**src/rtl/uart_rx_deserializer_if.sv**
```systemverilog
// Receive-side UART bundle: raw serial line and enable in, recovered byte and status pulses out.
interface uart_rx_deserializer_if #(
  parameter int PAYLOAD_BITS = 8
);
  logic                    uart_rxd;
  logic                    uart_rx_en;
  logic [PAYLOAD_BITS-1:0] uart_rx_data;
  logic                    uart_rx_valid;
  logic                    uart_rx_frame_err;
  logic                    uart_rx_break;

  modport master (
    output uart_rxd,
    output uart_rx_en,
    input  uart_rx_data,
    input  uart_rx_valid,
    input  uart_rx_frame_err,
    input  uart_rx_break
  );

  modport slave (
    input  uart_rxd,
    input  uart_rx_en,
    output uart_rx_data,
    output uart_rx_valid,
    output uart_rx_frame_err,
    output uart_rx_break
  );
endinterface

```
**src/rtl/uart_rx_deserializer.sv**
```systemverilog
// 8N1-style UART receiver: synchronises the line, detects a falling start edge,
// samples every bit at mid-period and emits byte/valid, framing-error and break pulses.
module uart_rx_deserializer #(
  parameter int CLK_HZ       = 50_000_000,
  parameter int BIT_RATE     = 9600,
  parameter int PAYLOAD_BITS = 8
) (
  input  logic                  clk,
  input  logic                  rst,
  uart_rx_deserializer_if.slave bus
);

  localparam int CYCLES_PER_BIT = CLK_HZ / BIT_RATE;
  localparam int HALF_BIT       = CYCLES_PER_BIT / 2;
  localparam int CNT_W          = (CYCLES_PER_BIT > 1) ? $clog2(CYCLES_PER_BIT) : 1;
  localparam int IDX_W          = (PAYLOAD_BITS > 1) ? $clog2(PAYLOAD_BITS) : 1;

  typedef enum logic [1:0] {
    S_IDLE,
    S_START,
    S_DATA,
    S_STOP
  } state_t;

  state_t                  r_state;
  state_t                  w_stateNext;
  logic                    r_sync1;
  logic                    r_sync2;
  logic                    r_prevLine;
  logic [CNT_W-1:0]        r_cycleCnt;
  logic [CNT_W-1:0]        w_cycleCntNext;
  logic [IDX_W-1:0]        r_bitIdx;
  logic [IDX_W-1:0]        w_bitIdxNext;
  logic [PAYLOAD_BITS-1:0] r_shift;
  logic [PAYLOAD_BITS-1:0] w_shiftNext;
  logic [PAYLOAD_BITS-1:0] r_data;
  logic [PAYLOAD_BITS-1:0] w_dataNext;
  logic                    r_valid;
  logic                    w_validNext;
  logic                    r_frameErr;
  logic                    w_frameErrNext;
  logic                    r_break;
  logic                    w_breakNext;
  logic                    w_startEdge;

  // A start is only a genuine 1->0 transition, so a line stuck low never retriggers.
  assign w_startEdge = r_prevLine & ~r_sync2;

  // Two-flop synchroniser plus a history flop; all idle high so reset never fakes an edge.
  always_ff @(posedge clk or negedge rst) begin
    if (!rst) begin
      r_sync1    <= 1'b1;
      r_sync2    <= 1'b1;
      r_prevLine <= 1'b1;
    end else begin
      r_sync1    <= bus.uart_rxd;
      r_sync2    <= r_sync1;
      r_prevLine <= r_sync2;
    end
  end

  // Frame state, counters, shift register and registered output pulses.
  always_ff @(posedge clk or negedge rst) begin
    if (!rst) begin
      r_state    <= S_IDLE;
      r_cycleCnt <= '0;
      r_bitIdx   <= '0;
      r_shift    <= '0;
      r_data     <= '0;
      r_valid    <= 1'b0;
      r_frameErr <= 1'b0;
      r_break    <= 1'b0;
    end else begin
      r_state    <= w_stateNext;
      r_cycleCnt <= w_cycleCntNext;
      r_bitIdx   <= w_bitIdxNext;
      r_shift    <= w_shiftNext;
      r_data     <= w_dataNext;
      r_valid    <= w_validNext;
      r_frameErr <= w_frameErrNext;
      r_break    <= w_breakNext;
    end
  end

  // Next-state logic: half-bit start check, then one sample per full bit period.
  always_comb begin
    w_stateNext    = r_state;
    w_cycleCntNext = r_cycleCnt;
    w_bitIdxNext   = r_bitIdx;
    w_shiftNext    = r_shift;
    w_dataNext     = r_data;
    w_validNext    = 1'b0;
    w_frameErrNext = 1'b0;
    w_breakNext    = 1'b0;

    case (r_state)
      S_IDLE: begin
        if (w_startEdge && bus.uart_rx_en) begin
          w_stateNext    = S_START;
          w_cycleCntNext = '0;
        end
      end

      S_START: begin
        if (r_cycleCnt == CNT_W'(HALF_BIT - 1)) begin
          w_cycleCntNext = '0;
          if (!r_sync2) begin
            w_stateNext  = S_DATA;
            w_bitIdxNext = '0;
          end else begin
            w_stateNext = S_IDLE;
          end
        end else begin
          w_cycleCntNext = r_cycleCnt + 1'b1;
        end
      end

      S_DATA: begin
        if (r_cycleCnt == CNT_W'(CYCLES_PER_BIT - 1)) begin
          w_cycleCntNext = '0;
          w_shiftNext    = {r_sync2, r_shift[PAYLOAD_BITS-1:1]};
          if (r_bitIdx == IDX_W'(PAYLOAD_BITS - 1)) begin
            w_stateNext = S_STOP;
          end else begin
            w_bitIdxNext = r_bitIdx + 1'b1;
          end
        end else begin
          w_cycleCntNext = r_cycleCnt + 1'b1;
        end
      end

      S_STOP: begin
        if (r_cycleCnt == CNT_W'(CYCLES_PER_BIT - 1)) begin
          w_cycleCntNext = '0;
          w_stateNext    = S_IDLE;
          if (r_sync2) begin
            w_dataNext  = r_shift;
            w_validNext = 1'b1;
          end else begin
            w_frameErrNext = 1'b1;
            w_breakNext    = (r_shift == '0);
          end
        end else begin
          w_cycleCntNext = r_cycleCnt + 1'b1;
        end
      end

      default: begin
        w_stateNext = S_IDLE;
      end
    endcase
  end

  assign bus.uart_rx_data      = r_data;
  assign bus.uart_rx_valid     = r_valid;
  assign bus.uart_rx_frame_err = r_frameErr;
  assign bus.uart_rx_break     = r_break;

endmodule

```
**src/flat_wrapper.sv**
```systemverilog
// flat-port wrapper written by rule: the top's interface ports become plain ports
module uart_rx_deserializer_flat 
#(
  parameter int CLK_HZ       = 50_000_000,
  parameter int BIT_RATE     = 9600,
  parameter int PAYLOAD_BITS = 8
)
  (clk, rst, bus_uart_rxd, bus_uart_rx_en, bus_uart_rx_data, bus_uart_rx_valid, bus_uart_rx_frame_err, bus_uart_rx_break);
  uart_rx_deserializer_if #(.PAYLOAD_BITS(PAYLOAD_BITS)) bus_i ();
  input  logic clk;
  input  logic rst;
  input wire logic [$bits(bus_i.uart_rxd)-1:0] bus_uart_rxd;
  input wire logic [$bits(bus_i.uart_rx_en)-1:0] bus_uart_rx_en;
  output wire logic [$bits(bus_i.uart_rx_data)-1:0] bus_uart_rx_data;
  output wire logic [$bits(bus_i.uart_rx_valid)-1:0] bus_uart_rx_valid;
  output wire logic [$bits(bus_i.uart_rx_frame_err)-1:0] bus_uart_rx_frame_err;
  output wire logic [$bits(bus_i.uart_rx_break)-1:0] bus_uart_rx_break;
  assign bus_i.uart_rxd = bus_uart_rxd;
  assign bus_i.uart_rx_en = bus_uart_rx_en;
  assign bus_uart_rx_data = bus_i.uart_rx_data;
  assign bus_uart_rx_valid = bus_i.uart_rx_valid;
  assign bus_uart_rx_frame_err = bus_i.uart_rx_frame_err;
  assign bus_uart_rx_break = bus_i.uart_rx_break;
  uart_rx_deserializer #(.CLK_HZ(CLK_HZ), .BIT_RATE(BIT_RATE), .PAYLOAD_BITS(PAYLOAD_BITS)) u_core (.clk(clk), .rst(rst), .bus(bus_i));
endmodule
```
**config.mk**
```make
export PLATFORM = sky130hd
export DESIGN_NAME = uart_rx_deserializer_flat
export DESIGN_NICKNAME = d
export VERILOG_FILES = /design/src/rtl/uart_rx_deserializer_if.sv /design/src/rtl/uart_rx_deserializer.sv /design/src/flat_wrapper.sv
export SDC_FILE = /design/constraint.sdc
export NUM_CORES = 1
export LEC_CHECK = 0
export BUFFER_PORTS_ARGS = -buffer_cell sky130_fd_sc_hd__buf_2
export CORE_UTILIZATION = 50
export DETAILED_ROUTE_END_ITERATION = 7
export HOLD_SLACK_MARGIN = 0.02
export PLACE_DENSITY = 0.68
export SETUP_SLACK_MARGIN = 0.1
export SYNTH_ARGS = -nofsm -noshare
export SYNTH_HDL_FRONTEND = slang
export SYNTH_SLANG_ARGS = --single-unit
export TNS_END_PERCENT = 10
```
**constraint.sdc**
```tcl
create_clock -name clk -period 3.74 [get_ports clk]
set_clock_uncertainty 0.05 [all_clocks]
set_input_delay 0.374 -clock clk [delete_from_list [all_inputs] [get_ports clk]]
set_output_delay 0.374 -clock clk [all_outputs]
set_load 0.005 [all_outputs]
```
======== Word-level counts from Yosys, hierarchy flattened ========
Cells that the tools add are included.
cells by class
  add/sub/neg operators ................... 2
  bitwise operators ....................... 2
  multiplexer cells ....................... 25
  reductions and logical operators ........ 9
  div/mod/pow operators ................... 0
  shift-type cells ........................ 0
  equality and inequality tests ........... 13
  multipliers ............................. 0
  order comparisons ....................... 0
operator list
  operator                                                number
  2-to-1 mux 13 bit                                       3
  one-hot mux 13 bit (3 select lines)                     1
  adder 13 x 1 -> 13 bit (second input constant)          1
  equality test 13 x 12 -> 1 bit (second input constant)  1
  equality test 13 bit (second input constant)            1
  2-to-1 mux 2 bit                                        6
  2-to-1 mux 3 bit                                        4
  inequality test 2 x 1 -> 1 bit (second input constant)  5
  AND reduction 5 bit                                     2
  2-to-1 mux 1 bit                                        9
  logical NOT 8 bit                                       1
  one-hot mux 2 bit (4 select lines)                      1
  one-hot mux 3 bit (2 select lines)                      1
  equality test 2 bit (second input constant)             2
  inequality test 2 bit (second input constant)           2
  adder 3 x 1 -> 3 bit (second input constant)            1
  equality test 3 bit (second input constant)             1
  AND reduction 3 bit                                     1
  equality test 2 x 1 -> 1 bit (second input constant)    1
  logical NOT 2 bit                                       1
  AND reduction 2 bit                                     1
  nonzero test 2 bit                                      1
  OR reduction 2 bit                                      1
  AND 1 bit                                               1
  2 further kinds                                         2
word-level totals
  bits of input ports ..................... 4
  word-level logic and storage cells ...... 62
  memory bits (read-only) ................. 0
  memories kept ........................... 0
  flip-flop bits (word level) ............. 40
  output and inout bits ................... 11
  bits in writable memories ............... 0
  bits in latches ......................... 0

======== Depth between registers and ports, before layout ========
  depth after elaboration ................. 5
  depth in mapped cells ................... 8
  depth with buffers taken out ............ 7

======== Worst setup path after synthesis ========
No wires, ideal clock.
  kind .................................... register to register
  from .................................... reg u_core.r_cycleCnt[5]
  to ...................................... reg u_core.r_data[0], in the netlist u_core.bus.uart_rx_data[0]
  buffers on the path ..................... 1
  arrival time ............................ 1865 ps
  stages on the path, launching flop included .. 6
  library setup time ...................... 128 ps
  path slack .............................. 1697 ps
  required time ........................... 3562 ps
  clock period less this slack ............ 2043 ps
  path through ............................ dfrtp_1 -> or4b_4 -> nor3_4 -> and3_1 -> buf_4 -> mux2_1
on the way
  word-level cells in the longest chain between the ends .. 2
ends and longest elaborated chain
  element                               RTL line                     RTL
  start, declared                       uart_rx_deserializer.sv:30   logic [CNT_W-1:0] r_cycleCnt;
  start signal, assigned                uart_rx_deserializer.sv:75   r_cycleCnt <= w_cycleCntNext;
  equality test 13 bit                  uart_rx_deserializer.sv:133  if (r_cycleCnt == CNT_W'(CYCLES_PER_BIT - 1)) begin
  AND reduction 3 bit (no source line)  -
  end signal, assigned                  uart_rx_deserializer.sv:78   r_data <= w_dataNext;
  end, declared                         uart_rx_deserializer.sv:36   logic [PAYLOAD_BITS-1:0] r_data;
No other way between the ends.
A chain may end at the register's enable or synchronous reset.

======== Final worst setup path ========
  from .................................... reg u_core.r_cycleCnt[3]
  to ...................................... reg u_core.r_data[3], in the netlist u_core.bus.uart_rx_data[3]
The elaborated chain is that of the path after synthesis.

==> impl_metrics.yaml <==
status:
  run_status: "complete, no violations"
timing:
  fin_ws_ns: 1.39
  tightest_slew_ns: 0.862
  grt_setup_unrepaired: "false"
  fin_setup_tns_ns: 0
  final_hold_viol_count: 0
  finalCriticalPeriod_ns: 2.35
  slew_headroom_pct: 42.6
  fin_crit_sh_pct: 63.0
  maxSlewViolCount: 0
  finalSetupViolations: 0
  clock.fmax_mhz: 425
routing:
  dr.first_iter.drc_count: 58
  drtPass1Iterations: 4
  postRouteAntennaNets: 0
  wire_per_inst_um: 15.3
  drc_errors: 0
  vias_per_cell: 5.92
  dr_total_vias: 1414
  wl_um: 3670
synthesis:
  synth_seq_cells: 40
  synth_most_common_cell: "dfrtp_1"
  yosysTopAreaCell: "dfrtp_1"
  yosysTopAreaCellShare_pct: 47.2
  ys.flop_type: "dfrtp_1"
  synth_nets: 185
  ys_async_sr_fraction_pct: 100
  yosys-top-cells-area: "dfrtp_1 47%, mux2_1 4.6%, ha_1 4.5%"
  yosysSeqAreaShare_pct: 51.2
  synth.distinct_cells: 38
  synth_edf_count: 0
  ys_top_cells_by_count: "37 x dfrtp_1, 21 x nand2_1, 10 x a31oi_1, 8 x mux2_1"
  syn-mean-instance-area_sq_um: 11.3
  yosys_warnings: 0
  syn_inst: 174
  syn_area_sq_um: 1960
global_routing:
  grt_pass1_vias: 1380
  antenna_found_initial: 0
  grt_use_total_pct: 20.4
  grt_max_degree: 41
  grt_pass1_wl_um: 6440
  overflow: 0
setup_path:
  r2r_end: "u_core.bus.uart_rx_data[3]$_DFFE_PN0P_"
  crit_type: "register to register"
  crit_required_ns: 3.87
  worstPathMaxFanout: 9
  rrSetupSlack_ns: 1.39
  startpoint_type: "register"
  reg2reg_from: "u_core.r_cycleCnt[3]$_DFFE_PN0N_"
  cpMaxStageDelayCell: "or4b_4"
  critPathArrivalTime_ns: 2.48
  worstPathCellList: "or4b_4 -> nor3_4 -> and3_1 -> mux2_1"
  path_buf_inv: 0
  cp_top_family: "simple AND/OR/NAND/NOR gates"
  r2r_cells: 4
  critPathMaxStageDelay_ns: 0.59
  cp-end-kind: "register"
pwr:
  peakVddDrop_mv: 0.220
  power_frac_seq_pct: 54.4
  p_clk_share_pct: 44.3
  p_sw_uw: 164
  internal-power_uw: 637
  power.static_leakage_nw: 1.07
  combPwrFrac_pct: 1.3
  swShare_pct: 20.5
  power.density_nw_per_um2: 367
cells_and_area:
  utilization_pct: 58.8
  regArea_sq_um: 1000
  areaGrowthSynthToFinish_pct: 11.3
  fillers: 301
  n_antenna_cell: 0
  drive_gt1_share_pct: 20.9
  multiInputGateArea_sq_um: 902
  finalNetCount: 201
  fin_cells: 239
floorplanning:
  ios: 15
  die-area_sq_um: 4180
  start_util_pct: 52.8
  row_count: 22
  dieHeight_um: 64.6
  core_region_area_sq_um: 3720
  die_x_um: 64.6
clock_network:
  cts_buffer_depth: 2
  htree_levels: 2
  cts_root_buffer: "clkbuf_8"
  path_clk_slew_ns: 0.09
  cts_hold_buf: 0
  cts_sinks: 40
  cts_tree: "done"
  numCtsBuffers: 5
  clk_latency_ns: 0.29
  post-cts-setup-buffer-count: 0
  cts_resized: 0
place:
  place_congestion: 0.812
  post-place-ws_ns: 1.39
  place_inst: 231
  port-buffer-count: 14
  hpwlAfterDp_um: 2630
job:
  drv_cap: 0
worst_hold_path:
  hold_path_class: "input pin to async pin"
[cells by family after synthesis]
group,count (synthesis),share of synthesized area [%]
DFF,40,51.2
xor gates and xnor gates,2,0.893
muxes,17,9.63
buffers and inverters,11,2.81
adders and majority gates,7,4.46
AOI/OAI and AO/OA,36,12.7
and+or+nand+nor,61,18.3
[worst max-delay path by stage]
| stage | startpoint | endpoint | cells past startpoint | slack, ns |
|---|---|---|---|---|
| floorplan | u_core.r_cycleCnt[5]$_DFFE_PN0N_ | u_core.bus.uart_rx_data[0]$_DFFE_PN0P_ | 5 | 1.70 |
| global placement | u_core.r_cycleCnt[3]$_DFFE_PN0N_ | u_core.bus.uart_rx_data[3]$_DFFE_PN0P_ | 4 | 1.50 |
| detailed placement | u_core.r_cycleCnt[5]$_DFFE_PN0N_ | u_core.bus.uart_rx_data[3]$_DFFE_PN0P_ | 4 | 1.39 |
| CTS | u_core.r_cycleCnt[3]$_DFFE_PN0N_ | u_core.bus.uart_rx_data[3]$_DFFE_PN0P_ | 4 | 1.38 |
| global route | u_core.r_cycleCnt[0]$_DFFE_PN0N_ | u_core.bus.uart_rx_data[3]$_DFFE_PN0P_ | 5 | 1.26 |
| finish | u_core.r_cycleCnt[3]$_DFFE_PN0N_ | u_core.bus.uart_rx_data[3]$_DFFE_PN0P_ | 4 | 1.39 |
[cell usage in the layout, fill, tap and decap left out, types with 2 or more instances in the layout]
cell type,Yosys,layout
a21oi_1,6,6
a22o_1,3,3
a31oi_1,10,10
a41oi_1,5,5
and3_1,5,5
buf_2,2,14
buf_4,1,2
clkbuf_8,0,5
clkinv_4,0,2
dfrtp_1,37,37
dfstp_2,3,3
ha_1,7,7
inv_1,4,4
mux2_1,8,8
mux2_2,7,7
mux2i_1,2,2
nand2_1,21,21
nand2b_1,2,2
nand3_1,7,7
nand4b_1,2,2
nand4bb_1,2,2
nor2_1,7,7
nor2b_1,2,2
nor3_1,2,2
nor4_1,4,4
o21ai_0,6,6
o221ai_1,2,2
or4b_1,2,2
xor2_1,2,2
[routing by layer]
layer	track usage, %	share of wire [%]	vias to the layer above
li1	-	-	680
met1	25.5	45	706
met2	33.8	50	22
met3	4.93	2.9	6
met4	8.33	1.6	0
met5	0	0	-
[sequential cells by signal (all words and copies together) (netlist names), named ones only]
register and cells:
u_core.r_cycleCnt 13, u_core.bus.uart_rx_break 1, u_core.r_sync2 1, u_core.r_state 1, u_core.bus.uart_rx_data 8, u_core.bus.uart_rx_valid 1, u_core.r_bitIdx 3, u_core.r_prevLine 1
u_core.bus.uart_rx_frame_err 1, u_core.r_shift 8, u_core.r_sync1 1
[metrics by stage]
| stage | power [mW] | hold WS [ns] | area [sq um] |
|---|---|---|---|
| after detailed placement | 0.455 | 0.299 | 2070 |
| after CTS | 0.810 | 0.124 | 2180 |
| after global placement | 0.455 | 0.296 | 2070 |
| after floorplan | 0.445 | 0.0284 | 1960 |
| final | 0.802 | 0.129 | 2180 |
| after global routing | 0.830 | 0.120 | 2180 |
[area by class of cell]
type,count,area share (%)
clock buffers,5,3.15
clock inverters,3,2.18
inverters,4,0.688
multi-input cells,123,41.3
flip-flops and latches,40,46.0
well taps,48,2.75
repair buffers,16,3.90
[worst reg2reg max path: stages (launching register included)]
cell and delay, ns:
dfrtp_1 0.46, or4b_4 0.59, nor3_4 0.27, and3_1 0.49
mux2_1 0.39
[power by group through the flow]
stage                     combinational (mW)  clock, mW  sequential [mW]
final                                 0.0102      0.355            0.436
after global routing                  0.0125      0.381            0.436
after CTS                             0.0109      0.363            0.436
after detailed placement              0.0108          0            0.445
after global placement                0.0104          0            0.445
after floorplan                     0.000762          0            0.444
No activity file was read; power rests on OpenSTA's default activity.
